File: src/rtl/double_exp_mod_if.sv
// double_exp_mod host handshake: carry-save operand in,
// carry-save result, busy flag and done pulse out.
interface double_exp_mod_if #(
  parameter int W = 8
);
  logic         ld;
  logic [W-1:0] xs;
  logic [W-1:0] xc;
  logic         busy;
  logic         dn;
  logic [W-1:0] ys;
  logic [W-1:0] yc;

  modport master (
    output ld, xs, xc,
    input  busy, dn, ys, yc
  );

  modport slave (
    input  ld, xs, xc,
    output busy, dn, ys, yc
  );
endinterface

File: src/rtl/double_exp_mod.sv
// Repeated modular squaring: y = x^(2^K) mod N, carry-save in/out.
// DOUBLE_EXP_MOD_RESTART_EN: ld while busy restarts the job.
module double_exp_mod #(
  parameter int          W = 8,
  parameter int unsigned N = 221,
  parameter int unsigned K = 1000
) (
  input logic           clk,
  input logic           rst_n,
  double_exp_mod_if.slave bus
);
  typedef enum logic [1:0] {
    IDLE,
    REDUCE,
    SQUARE
  } state_t;

  localparam int JW = $clog2(W + 1);
  localparam int IW = $clog2(W);

  typedef logic [2*W:0] ext_t;
  typedef logic [W+1:0] acc_t;

  localparam ext_t NE = ext_t'(N);
  localparam acc_t NA = acc_t'(N);

`ifdef DOUBLE_EXP_MOD_RESTART_EN
  localparam bit RESTART = 1'b1;
`else
  localparam bit RESTART = 1'b0;
`endif

  state_t        state_q, state_d;
  logic [W:0]    x_q, x_d;
  logic [W-1:0]  acc_q, acc_d;
  logic [JW-1:0] j_q, j_d;
  logic [IW-1:0] i_q, i_d;
  logic [31:0]   cnt_q, cnt_d;
  logic [W-1:0]  ys_q, ys_d;
  logic          dn_q, dn_d;
  logic          busy_q, busy_d;

  ext_t         xe, nsh, xr;
  acc_t         a1, a2, a3;
  logic [W-1:0] xw;
  logic         unused_bits;

  assign xw  = x_q[W-1:0];
  assign xe  = ext_t'(x_q);
  assign nsh = NE << j_q;
  assign xr  = (xe >= nsh) ? xe - nsh : xe;

  // 2*acc + bit*x < 3N, so two trial subtractions bring it below N
  assign a1 = acc_t'({acc_q, 1'b0})
            + (xw[i_q] ? acc_t'(xw) : '0);
  assign a2 = (a1 >= NA) ? a1 - NA : a1;
  assign a3 = (a2 >= NA) ? a2 - NA : a2;

  assign unused_bits = ^{xr[2*W:W+1], a3[W+1:W]};

  always_comb begin
    state_d = state_q;
    x_d     = x_q;
    acc_d   = acc_q;
    j_d     = j_q;
    i_d     = i_q;
    cnt_d   = cnt_q;
    ys_d    = ys_q;
    dn_d    = 1'b0;
    busy_d  = busy_q;
    if (bus.ld && (state_q == IDLE || RESTART)) begin
      x_d     = {1'b0, bus.xs} + {1'b0, bus.xc};
      acc_d   = '0;
      j_d     = JW'(W);
      cnt_d   = '0;
      busy_d  = 1'b1;
      state_d = REDUCE;
    end else begin
      unique case (state_q)
        IDLE: ;
        REDUCE: begin
          x_d = xr[W:0];
          if (j_q != '0) begin
            j_d = j_q - 1'b1;
          end else if (K == 0) begin
            ys_d    = xr[W-1:0];
            dn_d    = 1'b1;
            busy_d  = 1'b0;
            state_d = IDLE;
          end else begin
            acc_d   = '0;
            i_d     = IW'(W - 1);
            state_d = SQUARE;
          end
        end
        SQUARE: begin
          acc_d = a3[W-1:0];
          if (i_q != '0) begin
            i_d = i_q - 1'b1;
          end else begin
            x_d   = {1'b0, a3[W-1:0]};
            acc_d = '0;
            i_d   = IW'(W - 1);
            cnt_d = cnt_q + 1'b1;
            if (cnt_q == 32'(K - 1)) begin
              ys_d    = a3[W-1:0];
              dn_d    = 1'b1;
              busy_d  = 1'b0;
              state_d = IDLE;
            end
          end
        end
        default: state_d = IDLE;
      endcase
    end
  end

  always_ff @(posedge clk or negedge rst_n) begin
    if (!rst_n) begin
      state_q <= IDLE;
      x_q     <= '0;
      acc_q   <= '0;
      j_q     <= '0;
      i_q     <= '0;
      cnt_q   <= '0;
      ys_q    <= '0;
      dn_q    <= 1'b0;
      busy_q  <= 1'b0;
    end else begin
      state_q <= state_d;
      x_q     <= x_d;
      acc_q   <= acc_d;
      j_q     <= j_d;
      i_q     <= i_d;
      cnt_q   <= cnt_d;
      ys_q    <= ys_d;
      dn_q    <= dn_d;
      busy_q  <= busy_d;
    end
  end

  assign bus.busy = busy_q;
  assign bus.dn   = dn_q;
  assign bus.ys   = ys_q;
  assign bus.yc   = '0;
endmodule

File: src/flat_wrapper.sv
// flat-port wrapper written by rule: the top's interface ports become plain ports
module double_exp_mod_flat 
#(
  parameter int          W = 8,
  parameter int unsigned N = 221,
  parameter int unsigned K = 1000
)
  (clk, rst_n, bus_ld, bus_xs, bus_xc, bus_busy, bus_dn, bus_ys, bus_yc);
  double_exp_mod_if #(.W(W)) bus_i ();
  input logic clk;
  input logic rst_n;
  input wire logic [$bits(bus_i.ld)-1:0] bus_ld;
  input wire logic [$bits(bus_i.xs)-1:0] bus_xs;
  input wire logic [$bits(bus_i.xc)-1:0] bus_xc;
  output wire logic [$bits(bus_i.busy)-1:0] bus_busy;
  output wire logic [$bits(bus_i.dn)-1:0] bus_dn;
  output wire logic [$bits(bus_i.ys)-1:0] bus_ys;
  output wire logic [$bits(bus_i.yc)-1:0] bus_yc;
  assign bus_i.ld = bus_ld;
  assign bus_i.xs = bus_xs;
  assign bus_i.xc = bus_xc;
  assign bus_busy = bus_i.busy;
  assign bus_dn = bus_i.dn;
  assign bus_ys = bus_i.ys;
  assign bus_yc = bus_i.yc;
  double_exp_mod #(.W(W), .N(N), .K(K)) u_core (.clk(clk), .rst_n(rst_n), .bus(bus_i));
endmodule
File: config.mk
export PLATFORM = sky130hd
export DESIGN_NAME = double_exp_mod_flat
export DESIGN_NICKNAME = d
export VERILOG_FILES = /design/src/rtl/double_exp_mod_if.sv /design/src/rtl/double_exp_mod.sv /design/src/flat_wrapper.sv
export SDC_FILE = /design/constraint.sdc
export NUM_CORES = 1
export LEC_CHECK = 0
export CAP_MARGIN = 0
export CORE_MARGIN = 1.5
export CORE_UTILIZATION = 60
export CTS_CLUSTER_SIZE = 24
export DETAILED_ROUTE_END_ITERATION = 6
export HOLD_SLACK_MARGIN = 0.03
export PLACE_DENSITY = 0.86
export SKIP_CTS_REPAIR_TIMING = 1
export SLEW_MARGIN = 20
export SYNTH_ARGS = -nofsm -noshare
export SYNTH_HDL_FRONTEND = slang
export SYNTH_SLANG_ARGS = --single-unit
File: constraint.sdc
create_clock -name clk -period 7.7 [get_ports clk]
set_clock_uncertainty 0.1 [all_clocks]
set_input_delay 2.31 -clock clk [delete_from_list [all_inputs] [get_ports clk]]
set_output_delay 2.31 -clock clk [all_outputs]
set_load 0.02 [all_outputs]
## Word-level counts from Yosys, hierarchy flattened

Index checks and enable logic that the tools add are counted.

- Bits of input ports: 19
- Output and inout bits: 18
- Register bits after elaboration: 68

- Magnitude comparators: 4
- Bitwise gates (word level): 2
- Add/subtract/negate cells: 8
- Shifts and indexed selects: 1
- Reductions and logical operators: 18
- Equal/unequal tests: 10
- Multiplexer cells: 35

Operator list:

| operator | count |
|---|---|
| 32-bit two-way mux | 3 |
| 8-bit two-way mux | 5 |
| 32-bit by 1-bit adder with 32-bit output, second input constant | 1 |
| 32-bit by 10-bit == test with 1-bit output, second input constant | 1 |
| 9-bit two-way mux | 3 |
| 10-bit by 8-bit greater-or-equal comparator with 1-bit output, second input constant | 2 |
| 9-bit one-hot mux with 2 select lines | 1 |
| 9-bit by 17-bit greater-or-equal comparator with 1-bit output | 1 |
| 8-bit by 4-bit left shift with 17-bit output, first input constant | 1 |
| 8-bit one-hot mux with 2 select lines | 1 |
| 4-bit two-way mux | 3 |
| 9-bit by 10-bit adder with 10-bit output | 1 |
| 10-bit two-way mux | 1 |
| 2-bit nonzero test | 5 |
| 10-bit by 8-bit subtractor with 10-bit output, second input constant | 1 |
| 8-bit by 8-bit adder with 9-bit output | 1 |
| 1-bit two-way mux | 9 |
| 3-bit AND reduction | 3 |
| 9-bit subtractor | 1 |
| 2-bit two-way mux | 4 |
| 4-bit AND reduction | 2 |
| 8-bit subtractor, second input constant | 1 |
| 3-bit two-way mux | 2 |
| 3-bit by 1-bit != test with 1-bit output, second input constant | 2 |
| other kinds (17) | 23 |

## Depth between registers and ports, before layout

Gate-level depths: netlist (run 1).

- Depth in word-level cells: 11
- Depth in mapped cells: 18
- Gate-level depth less buffers: 16

## Worst setup path before layout (run 1)

Ideal clock, no wire load.

- Kind: flip-flop to flip-flop
- From: register u_core.i_q[1]
- To: register u_core.ys_q[2] (netlist: u_core.bus.ys[2])
- Path buffers: 1
- Clock period less this slack: 4.738 ns
- Cell stages (with the launch flop): 16
- Path slack: 2.962 ns
- Data arrival time: 4.518 ns
- Cell sequence: dfrtp_1 mux4_2 mux2_2 and2_1 ha_1 a21o_1 or4_1 o221ai_2 nand2_1 o211a_1 o2bb2a_4 or3_1 buf_6 a311o_1 a21o_1 a31o_1

- Word-level cells in the longest chain between the ends: 8
- Elaborated cells between the ends (all ways): 13
- Classes of those cells: add/sub (3); order compare (2); mux (5); bitwise (1); reduce/logical (2)

Ends and longest elaborated chain:

| element | RTL line | text |
|---|---|---|
| start, declared | double_exp_mod.sv:37 | `logic [IW-1:0] i_q, i_d;` |
| start signal, assigned | double_exp_mod.sv:134 | `i_q <= i_d;` |
| 1-bit binary-select mux with 3-bit select | double_exp_mod.sv:55 | `+ (xw[i_q] ? acc_t'(xw) : '0);` |
| 1-bit two-way mux (implied by the code) | double_exp_mod.sv:55 |  |
| 8-bit two-way mux | double_exp_mod.sv:55 |  |
| 9-bit by 10-bit adder with 10-bit output | double_exp_mod.sv:55 |  |
| 10-bit by 8-bit subtractor with 10-bit output or 10-bit by 8-bit greater-or-equal comparator with 1-bit output (tied branches) | double_exp_mod.sv:56 | `assign a2 = (a1 >= NA) ? a1 - NA : a1;` |
| 10-bit two-way mux | double_exp_mod.sv:56 |  |
| 8-bit subtractor or 10-bit by 8-bit greater-or-equal comparator with 1-bit output (tied branches) | double_exp_mod.sv:57 | `assign a3 = (a2 >= NA) ? a2 - NA : a2;` |
| 8-bit two-way mux | double_exp_mod.sv:57 |  |
| end signal, assigned | double_exp_mod.sv:136 | `ys_q <= ys_d;` |
| end, declared | double_exp_mod.sv:39 | `logic [W-1:0] ys_q, ys_d;` |

Several ways; a longest one is shown, not always the timed one. The select of a mux whose other input is x is not followed.
A chain may end at the register's enable or synchronous reset.

## Final worst setup path (run 1)

- From: register u_core.x_q[3]
- To: register u_core.ys_q[2] (netlist: u_core.bus.ys[2])

- Word-level cells in the longest chain between the ends: 8
- Elaborated cells between the ends (all ways): 10
- Classes of those cells: add/sub (3); order compare (2); mux (5)

Ends and longest elaborated chain:

| element | RTL line | text |
|---|---|---|
| start, declared | double_exp_mod.sv:34 | `logic [W:0] x_q, x_d;` |
| start signal, assigned | double_exp_mod.sv:121 | `x_q <= '0;` |
| start signal, assigned | double_exp_mod.sv:131 | `x_q <= x_d;` |
| 1-bit binary-select mux with 3-bit select | double_exp_mod.sv:55 |  |
| 1-bit two-way mux (implied by the code) | double_exp_mod.sv:55 |  |
| 8-bit two-way mux * | double_exp_mod.sv:55 |  |
| 9-bit by 10-bit adder with 10-bit output * | double_exp_mod.sv:55 |  |
| 10-bit by 8-bit subtractor with 10-bit output or 10-bit by 8-bit greater-or-equal comparator with 1-bit output (tied branches) | double_exp_mod.sv:56 |  |
| 10-bit two-way mux * | double_exp_mod.sv:56 |  |
| 8-bit subtractor or 10-bit by 8-bit greater-or-equal comparator with 1-bit output (tied branches) | double_exp_mod.sv:57 |  |
| 8-bit two-way mux * | double_exp_mod.sv:57 |  |

Mark *: on every way between the ends. The rest lies on a longest branch, timed or not. The select of a mux whose other input is x is not followed.

==> results of run 1 <==
power breakdown:
part / internal [mW] / switching, mW / total [mW]
logic: 0.0184 / 0.0225 / 0.0409
clock network: 0.181 / 0.142 / 0.323
registers: 0.357 / 0 / 0.357
total: 0.556 / 0.164 / 0.720
state kept, by name, indices dropped and copies added (netlist names):
signal	cells
u_core.acc_q	8
u_core.j_q	4
u_core.cnt_q	32
u_core.bus.busy	1
u_core.x_q	9
u_core.i_q	3
u_core.state_q	2
u_core.bus.dn	1
u_core.bus.ys	8
worst min-delay path by stage:
stage,startpoint,to,slack [ns],cells after the start
2_1_floorplan,u_core.acc_q[5],u_core.acc_q[5],0.36,2
3_3_place_gp,u_core.x_q[8],u_core.x_q[8],0.37,2
3_5_place_dp,u_core.acc_q[5],u_core.acc_q[5],0.39,2
4_1_cts,u_core.acc_q[5],u_core.acc_q[5],0.41,2
5_1_grt,u_core.bus.ys[0],u_core.bus.ys[0],0.43,1
6_report,u_core.x_q[8],u_core.x_q[8],0.42,2
cells by family after synthesis:
| group | count (synthesis) | share of synthesized area |
|---|---|---|
| buffers and inverters | 60 | 0.0505 |
| DFF | 68 | 0.315 |
| xor gates and xnor gates | 40 | 0.0649 |
| and+or+nand+nor | 243 | 0.223 |
| other | 1 | 0.000695 |
| muxes | 14 | 0.0329 |
| adders and majority gates | 42 | 0.102 |
| AOI/OAI and AO/OA | 166 | 0.211 |
cell type report:
type	count	area [sq um]
flip-flops and latches	68	1700
repair buffers	31	298
fillers	689	2820
clock buffers	9	124
well taps	108	135
clock inverters	6	90.1
multi-input cells	513	3450
inverters	28	105
cells in the final DEF, fill, tap and decap left out, types with 16 or more instances in the layout:
master,netlist,layout
clkdlybuf4s50_1,0,27
xor2_1,23,23
nand3_1,24,24
a21oi_1,38,38
o21ai_0,39,39
inv_1,27,27
or3_1,16,16
xnor2_1,17,17
nand2_1,52,52
dfrtp_1,68,68
ha_1,39,39
nor2_1,66,66
metrics by stage:
stage	total power, mW	util	instances	setup WS, ns
final	0.720	0.677	763	2.36
after detailed placement	0.405	0.653	748	2.44
after floorplan	0.387	-	641	2.96
after global routing	0.743	0.677	763	2.10
after CTS	0.724	0.677	763	2.45
after global placement	0.404	0.653	748	2.57
per-layer routing:
metal	up-vias	global-route usage
met4	0	0.125
met1	2360	0.358
li1	2301	-
met3	37	0.0401
met5	-	0
met2	148	0.455
critical path, delay by kind of cell, from the launching register on:
kind                       cells  cell delay, ns
DFF                            1            0.46
AOI/OAI and AO/OA              6            1.98
adders and majority gates      2            0.42
buffers and inverters          1            0.08
and+or+nand+nor                5            1.39
muxes                          2            0.79
==> impl_metrics.toml, run 1 <==
[outcome]
outcome = "complete, no violations"

[sta]
fin_hold_ws_ns = 0.415
fin_crit_sh = 0.693
worst_slew_pin_slew_ns = 0.867
slew_headroom = 0.418
setup_viol = 0
setup-tns-final_ns = 0
hold_violations = 0
rsz0062_at_grt = "no"
maxSlewViolCount = 0
fmax_mhz = 187
period_needed_ns = 5.34

[global_route]
antenna_found_initial = 0
grt_pass1_wl_microns = 21800
grt_max_degree = 69
grt_usage = 0.275
overflow = 0
grt_pass1_vias = 4775

[die]
die_y_microns = 97.9
start_util = 0.619
core_area_sq_um = 8720
io_pins = 37
die_w_microns = 97.9
dieArea_sq_um = 9580
rows = 34

[routing]
wl_met1_microns = 5500
vias = 4846
wl_microns = 12700
drc = 0
dr.max_layer_used = "met4"
wl_met3_microns = 500
dr_wl_met2_microns = 6300
vias_per_cell = 6.35
detail-route-antenna-nets = 0
avgRoutedWirePerCell_microns = 16.6
drt_iter0_drc = 340
dr.pass1.iters = 5

[clocking]
cts.clk_slew.worst_paths_ns = 0.08
cts_tree = "built"
worstSkewPairLatency_ns = 0.35
cts.sinks = 68
cts_made_buffers = 9
cts_max_level = 3
ctsLongestPathBuffers = 2
cts_root_buf = "clkbuf_8"

[finish]
antenna_cells = 0
drive_above_1_share = 0.0687
nets = 712
area_delta_synth_final_pct = 9.36
finalInstanceArea_sq_um = 5900

[synthesis]
yosysMostFrequentCell = "dfrtp_1"
yosys_warnings = 0
async_reset_ff_frac = 1.00
synth_edf_count = 0
ys_seq_area_frac = 0.315
synth_top_area_share = 0.315
netlist_top_cells_count = "dfrtp_1, nor2_1, nand2_1"
synthFlopType = "dfrtp_1"
synth.distinct_cells = 74
synth_area_leaders = "dfrtp_1, ha_1, nor2_1"
syn_area_sq_um = 5400
syn-instance-count = 634
synth_area_per_cell_sq_um = 8.52
synth_top_area_cell = "dfrtp_1"
ys_seq_elements = 68

[hold_path]
hold_class = "reg2reg"

[setup_path]
cp-end-kind = "register"
r2r-start = "u_core.x_q[3]"
crit_start = "u_core.x_q[3]"
critical_path.endpoint = "u_core.bus.ys[2]"
slowest_delay_ns = 0.69
r2r_slack_ns = 2.36
cp_data_arrival_time_ns = 5.47
cp_data_required_time_ns = 7.84
reg2regPathDepth = 16
worstReg2RegEnd = "u_core.bus.ys[2]"
cp_max_fo = 8
cp_cell_sequence = "mux4_2 -> mux2i_1 -> nor2_1 -> ha_1 -> inv_1 -> fa_1 -> nand2b_1 -> a211oi_1 -> o31ai_1 -> nand2_1 -> nor2_4 -> o22ai_1 -> or3_1 -> a311o_1 -> a21o_1 -> a31o_1"
path_class = "reg2reg"
start_kind = "register"
cpMaxStageDelayCell = "o31ai_1"

[pwr]
p_leak_nw = 2.72
p_per_area_nw_per_um2 = 122
peakVddDrop_mv = 0.108

[place]
port_buffers = 28
dp_hpwl_microns = 9610
place_congestion = 0.912
placed_cell_area_sq_um = 5690

[run]
max_cap_violations = 0
Note: power is estimated with default switching activity, not from simulation.
==> run 2: changes to the inputs <==
- CORE_UTILIZATION: 60 -> 54
- PLACE_DENSITY: 0.86 -> 0.82
- clock period: 7.7 -> 4.3 ns (I/O delays scaled with it)
==> impl_metrics.toml, run 2 (same netlist as run 1, synthesis figures left out) <==
[pwr]
p_leak_nw = 3.27
fin_total_pwr_mw = 1.40
peakVddDrop_mv = 0.263
p_per_area_nw_per_um2 = 197

[setup_path]
cp_cell_sequence = "mux4_2 -> mux2_4 -> and2_1 -> ha_4 -> inv_1 -> a311o_1 -> or3_4 -> buf_6 -> or3_1 -> nand3_4 -> nor3_4 -> or2_4 -> a311o_1 -> a21o_1 -> a31o_1"
cp_max_fo = 7
cp_data_required_time_ns = 4.44
start_kind = "register"
crit_buf_inv = 2
cp_data_arrival_time_ns = 4.79
cp-end-kind = "register"
cp_top_family = "simple AND/OR/NAND/NOR gates"
path_class = "reg2reg"
cpMostUsedCell = "a311o_1"
cpMaxStageDelayCell = "mux4_2"
slowest_delay_ns = 0.55

[global_route]
grt_pass1_vias = 5054
grt_max_degree = 43
grt_usage = 0.283
grt_pass1_wl_microns = 23500
antenna_found_initial = 0
overflow = 0

[sta]
rsz0062_at_grt = "yes"
setup_ws_ns = -0.356
slew_headroom = 0.488
maxSlewViolCount = 0
setup_viol = 24
worst_slew_pin_slew_ns = 0.769
period_needed_ns = 4.66
hold_violations = 0
fin_crit_sh = 1.08
fmax_mhz = 215
setup-tns-final_ns = -5.02

[clocking]
worstSkewPairLatency_ns = 0.34
cts.clk_slew.worst_paths_ns = 0.07
cts.sinks = 68
cts_made_buffers = 9
cts_tree = "built"
ctsLongestPathBuffers = 2
cts_root_buf = "clkbuf_8"
cts_max_level = 3

[finish]
final_cell_mix = "buf_4, dfrtp_1, nor2_1"
mostFrequentLayoutCell = "buf_4"
largest_register = "u_core.cnt_q"
finalInstanceArea_sq_um = 7130
fin_cells = 885
register_area_sq_um = 1700
nets = 808
final_util = 0.733
area_delta_synth_final_pct = 32.0
nFillCells = 684
largest_reg_flops = 32
antenna_cells = 0
top_regs = "u_core.cnt_q (32), u_core.x_q (9)"
drive_above_1_share = 0.254
multi_input_area_sq_um = 3850

[routing]
drc = 0
dr.pass1.iters = 5
drt_iter0_drc = 385
detail-route-antenna-nets = 0
vias_per_cell = 6.01
vias = 5319
wl_microns = 15300
avgRoutedWirePerCell_microns = 17.3

[hold_path]
hold_class = "reg2reg"

[place]
port_buffers = 28
place_inst = 860
dp_hpwl_microns = 11100
placed_cell_area_sq_um = 6420
place_congestion = 1.03

[outcome]
outcome = "finished, violations left"
violations = "negative setup slack"

[die]
die_y_microns = 103
core_area_sq_um = 9730
die_w_microns = 103
start_util = 0.555
dieArea_sq_um = 10600
rows = 36
io_pins = 37

[run]
max_cap_violations = 0
run 2: cell types whose count changed in the layout (fill, tap and decap cells not counted), moves of 5 or more:
cell,delta
buf_4,+90
a21oi_1,-8
a21oi_2,+6
buf_6,+6
ha_1,-6
ha_4,+6
o21ai_0,-6
mux2_2,-5
mux2_4,+5
run 2: per-layer routing:
layer | track usage | vias to the layer above | share of wire
met5 | 0 | - | 0
met4 | 0.128 | 0 | 0.043
met3 | 0.0508 | 60 | 0.044
met2 | 0.496 | 172 | 0.52
met1 | 0.339 | 2578 | 0.40
li1 | - | 2509 | -
run 2: through the flow:
stage,worst slack [ns],hold WS (ns)
2_1_floorplan,-0.339,0.356
3_3_place_gp,-0.314,0.372
3_5_place_dp,-0.381,0.402
4_1_cts,-0.413,0.420
5_1_grt,-0.481,0.434
6_report,-0.356,0.415
run 2: final cells by class:
type	instances	share of cell area
Clock inverter	6	0.0191
Clock buffer	10	0.0179
Multi-Input combinational cell	513	0.540
Sequential cell	68	0.239
Inverter	28	0.0151
Tap cell	133	0.0233
Timing Repair Buffer	127	0.146
run 2: worst paths after layout:
path	start	endpoint	slack, ns	depth (start not counted)
hold / removal	u_core.bus.ys[0]	u_core.bus.ys[0]	0.42	1
setup / recovery	u_core.i_q[1]	u_core.bus.ys[2]	-0.36	15
max in group asynchronous	rst_n	u_core.state_q[0]	2.25	2
hold reg to reg	u_core.bus.ys[0]	u_core.bus.ys[0]	0.42	1
min in group asynchronous	rst_n	u_core.bus.ys[4]	0.91	1
setup reg to reg	u_core.i_q[1]	u_core.bus.ys[2]	-0.36	15
run 2: power breakdown:
group | leakage [nW] | internal (mW) | total [mW] | switching (mW)
Sequential | 0.894 | 0.639 | 0.639 | 0
Combinational | 2.25 | 0.0326 | 0.0711 | 0.0385
Clock | 0.127 | 0.445 | 0.692 | 0.247
Total | 3.27 | 1.12 | 1.40 | 0.286
